File: config.mk
export PLATFORM = sky130hd
export DESIGN_NAME = pwm_counter_gen
export DESIGN_NICKNAME = d
export VERILOG_FILES = /design/src/rtl/pwm_pkg.sv /design/src/rtl/pwm_compare_ch.sv /design/src/rtl/pwm_counter_gen.sv
export SDC_FILE = /design/constraint.sdc
export NUM_CORES = 1
export LEC_CHECK = 0
export BUFFER_PORTS_ARGS = -buffer_cell sky130_fd_sc_hd__clkbuf_2
export CAP_MARGIN = 20
export CELL_PAD_IN_SITES_DETAIL_PLACEMENT = 0
export CELL_PAD_IN_SITES_GLOBAL_PLACEMENT = 1
export CORE_AREA = 8 8 115 117
export DETAILED_ROUTE_END_ITERATION = 12
export DIE_AREA = 0 0 123 125
export PLACE_DENSITY_LB_ADDON = 0.2
export REMOVE_ABC_BUFFERS = 1
export SYNTH_ARGS = -nofsm -noshare
export SYNTH_HDL_FRONTEND = slang
export SYNTH_SLANG_ARGS = --single-unit
File: constraint.sdc
create_clock -name clk -period 7.3 [get_ports clk]
set_input_delay 1.46 -clock clk [delete_from_list [all_inputs] [get_ports clk]]
set_output_delay 1.46 -clock clk [all_outputs]
set_load 0.03 [all_outputs]
File: src/rtl/pwm_pkg.sv
// Shared encodings and reset defaults for the PWM counter/compare datapath.
package pwm_pkg;

  typedef enum logic {
    MODE_EDGE   = 1'b0,
    MODE_CENTER = 1'b1
  } mode_e;

  typedef enum logic {
    DIR_UP   = 1'b0,
    DIR_DOWN = 1'b1
  } dir_e;

  // Fill bits for the width-parameterised reset values (top all-ones, duty zero).
  localparam logic TOP_RST  = 1'b1;
  localparam logic DUTY_RST = 1'b0;

endpackage

File: src/rtl/pwm_compare_ch.sv
// One PWM compare channel: double-buffered duty and registered count<duty output.
module pwm_compare_ch
  import pwm_pkg::*;
#(
  parameter int unsigned WIDTH = 10
) (
  input  logic             clk,
  input  logic             reset,
  input  logic             enable,
  input  logic             load,
  input  logic             xfer,
  input  logic [WIDTH-1:0] count,
  input  logic [WIDTH-1:0] duty_in,
  output logic             pwm
);

  logic [WIDTH-1:0] duty_p;
  logic [WIDTH-1:0] duty_a;

  always_ff @(posedge clk or negedge reset) begin
    if (!reset) begin
      duty_p <= {WIDTH{DUTY_RST}};
      duty_a <= {WIDTH{DUTY_RST}};
      pwm    <= 1'b0;
    end else begin
      if (load) duty_p <= duty_in;
      if (xfer) duty_a <= duty_p;
      if (enable) pwm <= (count < duty_a);
    end
  end

endmodule

File: src/rtl/pwm_counter_gen.sv
// Programmable edge/centre-aligned PWM timebase with shadowed mode/top and per-channel compares.
module pwm_counter_gen
  import pwm_pkg::*;
#(
  parameter int unsigned WIDTH    = 10,
  parameter int unsigned CHANNELS = 2
) (
  input  logic                      clk,
  input  logic                      reset,
  input  logic                      enable,
  input  logic                      load,
  input  logic                      mode_in,
  input  logic [WIDTH-1:0]          top_in,
  input  logic [CHANNELS*WIDTH-1:0] duty_in,
  output logic [WIDTH-1:0]          out,
  output logic                      dir,
  output logic [CHANNELS-1:0]       pwm,
  output logic                      period_end
);

  localparam logic [WIDTH-1:0] ONE = WIDTH'(1);

  mode_e            mode_a, mode_p;
  logic [WIDTH-1:0] top_a, top_p;
  logic             pend_valid;
  dir_e             dir_q, dir_d;
  logic [WIDTH-1:0] out_d;
  logic             boundary;
  logic             xfer;

  always_comb begin
    out_d    = out;
    dir_d    = dir_q;
    boundary = 1'b0;
    if (enable) begin
      if (top_a == '0) begin
        out_d    = '0;
        dir_d    = DIR_UP;
        boundary = 1'b1;
      end else if (mode_a == MODE_EDGE) begin
        dir_d = DIR_UP;
        if (out == top_a) begin
          out_d    = '0;
          boundary = 1'b1;
        end else begin
          out_d = out + ONE;
        end
      end else if (dir_q == DIR_UP) begin
        if (out == top_a) begin
          // With top=1 the turnaround lands on 0, so it is already the boundary.
          out_d = top_a - ONE;
          if (top_a == ONE) boundary = 1'b1;
          else              dir_d    = DIR_DOWN;
        end else begin
          out_d = out + ONE;
        end
      end else begin
        out_d = out - ONE;
        if (out == ONE) begin
          dir_d    = DIR_UP;
          boundary = 1'b1;
        end
      end
    end
    xfer = pend_valid && (!enable || boundary);
    if (xfer) begin
      out_d = '0;
      dir_d = DIR_UP;
    end
  end

  always_ff @(posedge clk or negedge reset) begin
    if (!reset) begin
      out        <= '0;
      dir_q      <= DIR_UP;
      period_end <= 1'b0;
      mode_a     <= MODE_EDGE;
      top_a      <= {WIDTH{TOP_RST}};
      mode_p     <= MODE_EDGE;
      top_p      <= '0;
      pend_valid <= 1'b0;
    end else begin
      out        <= out_d;
      dir_q      <= dir_d;
      period_end <= boundary;
      // Transfer uses the pending set as it stood before this cycle's load.
      if (xfer) begin
        mode_a <= mode_p;
        top_a  <= top_p;
      end
      if (load) begin
        mode_p     <= mode_e'(mode_in);
        top_p      <= top_in;
        pend_valid <= 1'b1;
      end else if (xfer) begin
        pend_valid <= 1'b0;
      end
    end
  end

  assign dir = dir_q;

  for (genvar i = 0; i < CHANNELS; i++) begin : g_ch
    pwm_compare_ch #(.WIDTH(WIDTH)) u_ch (
      .clk     (clk),
      .reset   (reset),
      .enable  (enable),
      .load    (load),
      .xfer    (xfer),
      .count   (out),
      .duty_in (duty_in[i*WIDTH +: WIDTH]),
      .pwm     (pwm[i])
    );
  end

endmodule

==> run_results.csv <==
group,metric,value,unit
die,core.rowCount,40,
sta,report.final.hold_viol_count,0,
cells_and_area,final_area,5060,um2
global_route,antenna_found_initial,0,
sta,finalMaxSlewViolations,0,
sta,period_share,42.4,%
worst_setup_path,crit_path_start_kind,"flop",
placed_design,port-buffer-count,48,
global_route,grt_pass1_wl,16800,um
sta,setup_violations,0,
cells_and_area,fin_cells,582,
placed_design,placed_area,4740,um2
worst_setup_path,crit_arrival,3320,ps
logic_synthesis,synth-edff-count,0,
logic_synthesis,ys_ff_latch,77,
clock_tree,htreeDepth,3,
logic_synthesis,synth.cell_area,4470,um2
logic_synthesis,ys_seq_area_share,43.4,%
clock_tree,clkLatencyLatePin,340,ps
clock_tree,cts_tree,"done",
placed_design,routabilityCongestion,0.807,
sta,slew-limit-headroom,43.9,%
sta,tightest_slew,841,ps
route,drt_iter0_markers,147,
worst_hold_path,hold_class,"reg2reg",
logic_synthesis,ys_async_sr_fraction,100,%
clock_tree,post_cts_buffers,0,
clock_tree,root_buffer,"clkbuf_16",
clock_tree,post_cts_resized,0,
route,via_per_inst,5.27,
worst_setup_path,worst_ep_required_time,7520,ps
logic_synthesis,yosysMostFrequentCell,"dfrtp_1",
route,drtAntennaViolNets,0,
cells_and_area,num_antenna_cells,0,
die,dieArea,15400,um2
clock_tree,cts_sinks,77,
logic_synthesis,yosys_warnings,0,
outcome,status,"finished clean",
logic_synthesis,synth_common_cells,"dfrtp_1 (67), mux2_2 (32), mux2_4 (30)",
logic_synthesis,synth_area_leader_cell,"dfrtp_1",
logic_synthesis,ys.flop_type,"dfrtp_1",
placed_design,dp.cells,565,
placed_design,hpwl,6740,um
die,die_x,123,um
worst_setup_path,endpoint_kind,"flop",
logic_synthesis,synth_cell_types,57,
logic_synthesis,synth_area_leaders,"dfrtp_1 (38%), mux2_4 (10%), mux2_2 (8.1%)",
die,die_h,125,um
cells_and_area,layout.nets,489,
logic_synthesis,synth_cells,399,
cells_and_area,area_growth_syn_to_layout,13.3,%
power,ir_worst_vdd,0.112,mV
die,core_region_area,11600,um2
die,ios,49,
global_route,grt_pass1_vias,3209,
logic_synthesis,syn_avg_cell_area,11.2,um2
worst_setup_path,critPathKind,"reg2reg",
sta,postLayoutSetupSlackWorst,4210,ps
clock_tree,postCtsHoldBufs,0,
global_route,overflow,0,
die,start_util,38.5,%
sta,fmax,323,MHz
route,drt-pass1-iter-count,4,
cells_and_area,drive_above_1_share,32.9,%
flow_run,maxCapViolCount,0,
global_route,grt_max_degree,78,
logic_synthesis,synth.top_cell.area_share,37.5,%
route,drc_errors,0,
route,drt-total-wl,9840,um
clock_tree,numCtsBuffers,9,
worst_setup_path,cp_max_fo,31,
placed_design,pre_cts_slack,4230,ps
sta,setup_tns,0,ps
sta,fin_crit,3090,ps
sta,rsz0062_at_grt,"no",
power,powerDensity,262,nW/um2
route,wl_per_cell,16.9,um
route,num_vias,3066,
clock_tree,clkTransAtPathRegs,60,ps
cells_and_area,finish.utilization,43.6,%
power,p_leak,2.35,nW
sta,fin_worst_skew,6.75,ps
global_route,grt.total_usage,14.0,%
clock_tree,clock_path_buffers,2,
-- through the flow --
stage	total power, W	hold slack (ps)
2_1_floorplan	0.000786	477
3_3_place_gp	0.000879	488
3_5_place_dp	0.000886	492
4_1_cts	0.00135	505
5_1_grt	0.00141	516
6_report	0.00132	501
-- worst max-delay path: stages (launching register included) --
cell,delay (ps)
dfrtp_1,610
xnor2_1,170
nand2_1,80
or4_1,860
o211a_1,370
nand2b_4,430
mux2_4,430
-- cells in the final DEF (no fill, tap or decap), types with 4 or more instances in the layout --
| cell | synthesis | final |
|---|---|---|
| nor2_1 | 17 | 17 |
| and3_1 | 5 | 5 |
| o21ai_0 | 18 | 18 |
| clkbuf_2 | 1 | 48 |
| nand2b_1 | 6 | 6 |
| mux2_4 | 30 | 30 |
| nor4_1 | 4 | 4 |
| a22o_1 | 4 | 4 |
| dfstp_2 | 10 | 10 |
| o22ai_1 | 5 | 5 |
| xnor2_1 | 13 | 13 |
| a31oi_1 | 6 | 6 |
| a21o_1 | 5 | 5 |
| nand2_1 | 22 | 22 |
| nand3_1 | 11 | 11 |
| ha_1 | 23 | 23 |
| mux2_2 | 32 | 32 |
| a21oi_1 | 4 | 4 |
| nor3_1 | 8 | 8 |
| xor2_1 | 5 | 5 |
| inv_1 | 26 | 26 |
| dfrtp_1 | 67 | 67 |
| clkbuf_16 | 0 | 9 |
-- metal layers --
metal | up-vias | part of all wire (%) | track usage (%)
li1 | 1501 | - | -
met1 | 1477 | 48 | 18.8
met2 | 74 | 45 | 20.0
met3 | 14 | 5.5 | 4.68
met4 | 0 | 1.8 | 6.02
met5 | - | 0 | 0
-- power breakdown --
group          total (W)  internal (W)  switching (W)
combinational   0.000299      0.000158       0.000141
clock           0.000450      0.000280       0.000170
sequential      0.000576      0.000498      0.0000783
-- cell families (layout without fill, tap and decap cells) --
logic type      count (synthesis)  count (layout)  synth area share, %
xor+xnor                       18              18                 3.53
compound gates                 73              73                 11.7
fa+ha+maj                      23              23                 6.44
flops                          77              77                 43.4
mux                            62              62                 18.2
buf+inv                        55              91                 5.69
simple gates                   91              91                 11.0
-- flip-flops by register name, indices dropped and copies added (netlist names) --
signal / flops
dir: 1
mode_a: 1
mode_p: 1
pend_valid: 1
g_ch.u_ch.duty_p: 20
top_a: 10
top_p: 10
g_ch.u_ch.duty_a: 20
out: 10
period_end: 1
g_ch.u_ch.pwm: 2
-- worst paths after layout --
| kind | from | endpoint | slack (ps) | depth (start not counted) |
|---|---|---|---|---|
| min in group asynchronous | reset | g_ch[1].u_ch.duty_p[8]$_DFFE_PN0P_ | 1060 | 1 |
| max in group asynchronous | reset | mode_a$_DFFE_PN0P_ | 5640 | 2 |
| min reg2reg | top_p[4]$_DFFE_PN0P_ | top_a[4]$_DFFE_PN1P_ | 500 | 1 |
| min | top_p[4]$_DFFE_PN0P_ | top_a[4]$_DFFE_PN1P_ | 500 | 1 |
| max | out[7]$_DFFE_PN0P_ | g_ch[0].u_ch.duty_a[0]$_DFFE_PN0P_ | 4210 | 6 |
| max reg2reg | out[7]$_DFFE_PN0P_ | g_ch[0].u_ch.duty_a[0]$_DFFE_PN0P_ | 4210 | 6 |
-- layout make-up --
class	instances	area, um2
Sequential cell	77	1940
Multi-Input combinational cell	267	2270
Clock buffer	11	253
Tap cell	147	184
Fill cell	1154	6550
Inverter	26	97.6
Clock inverter	4	47.5
Timing Repair Buffer	50	268
Power figures use the tool's default switching activity.
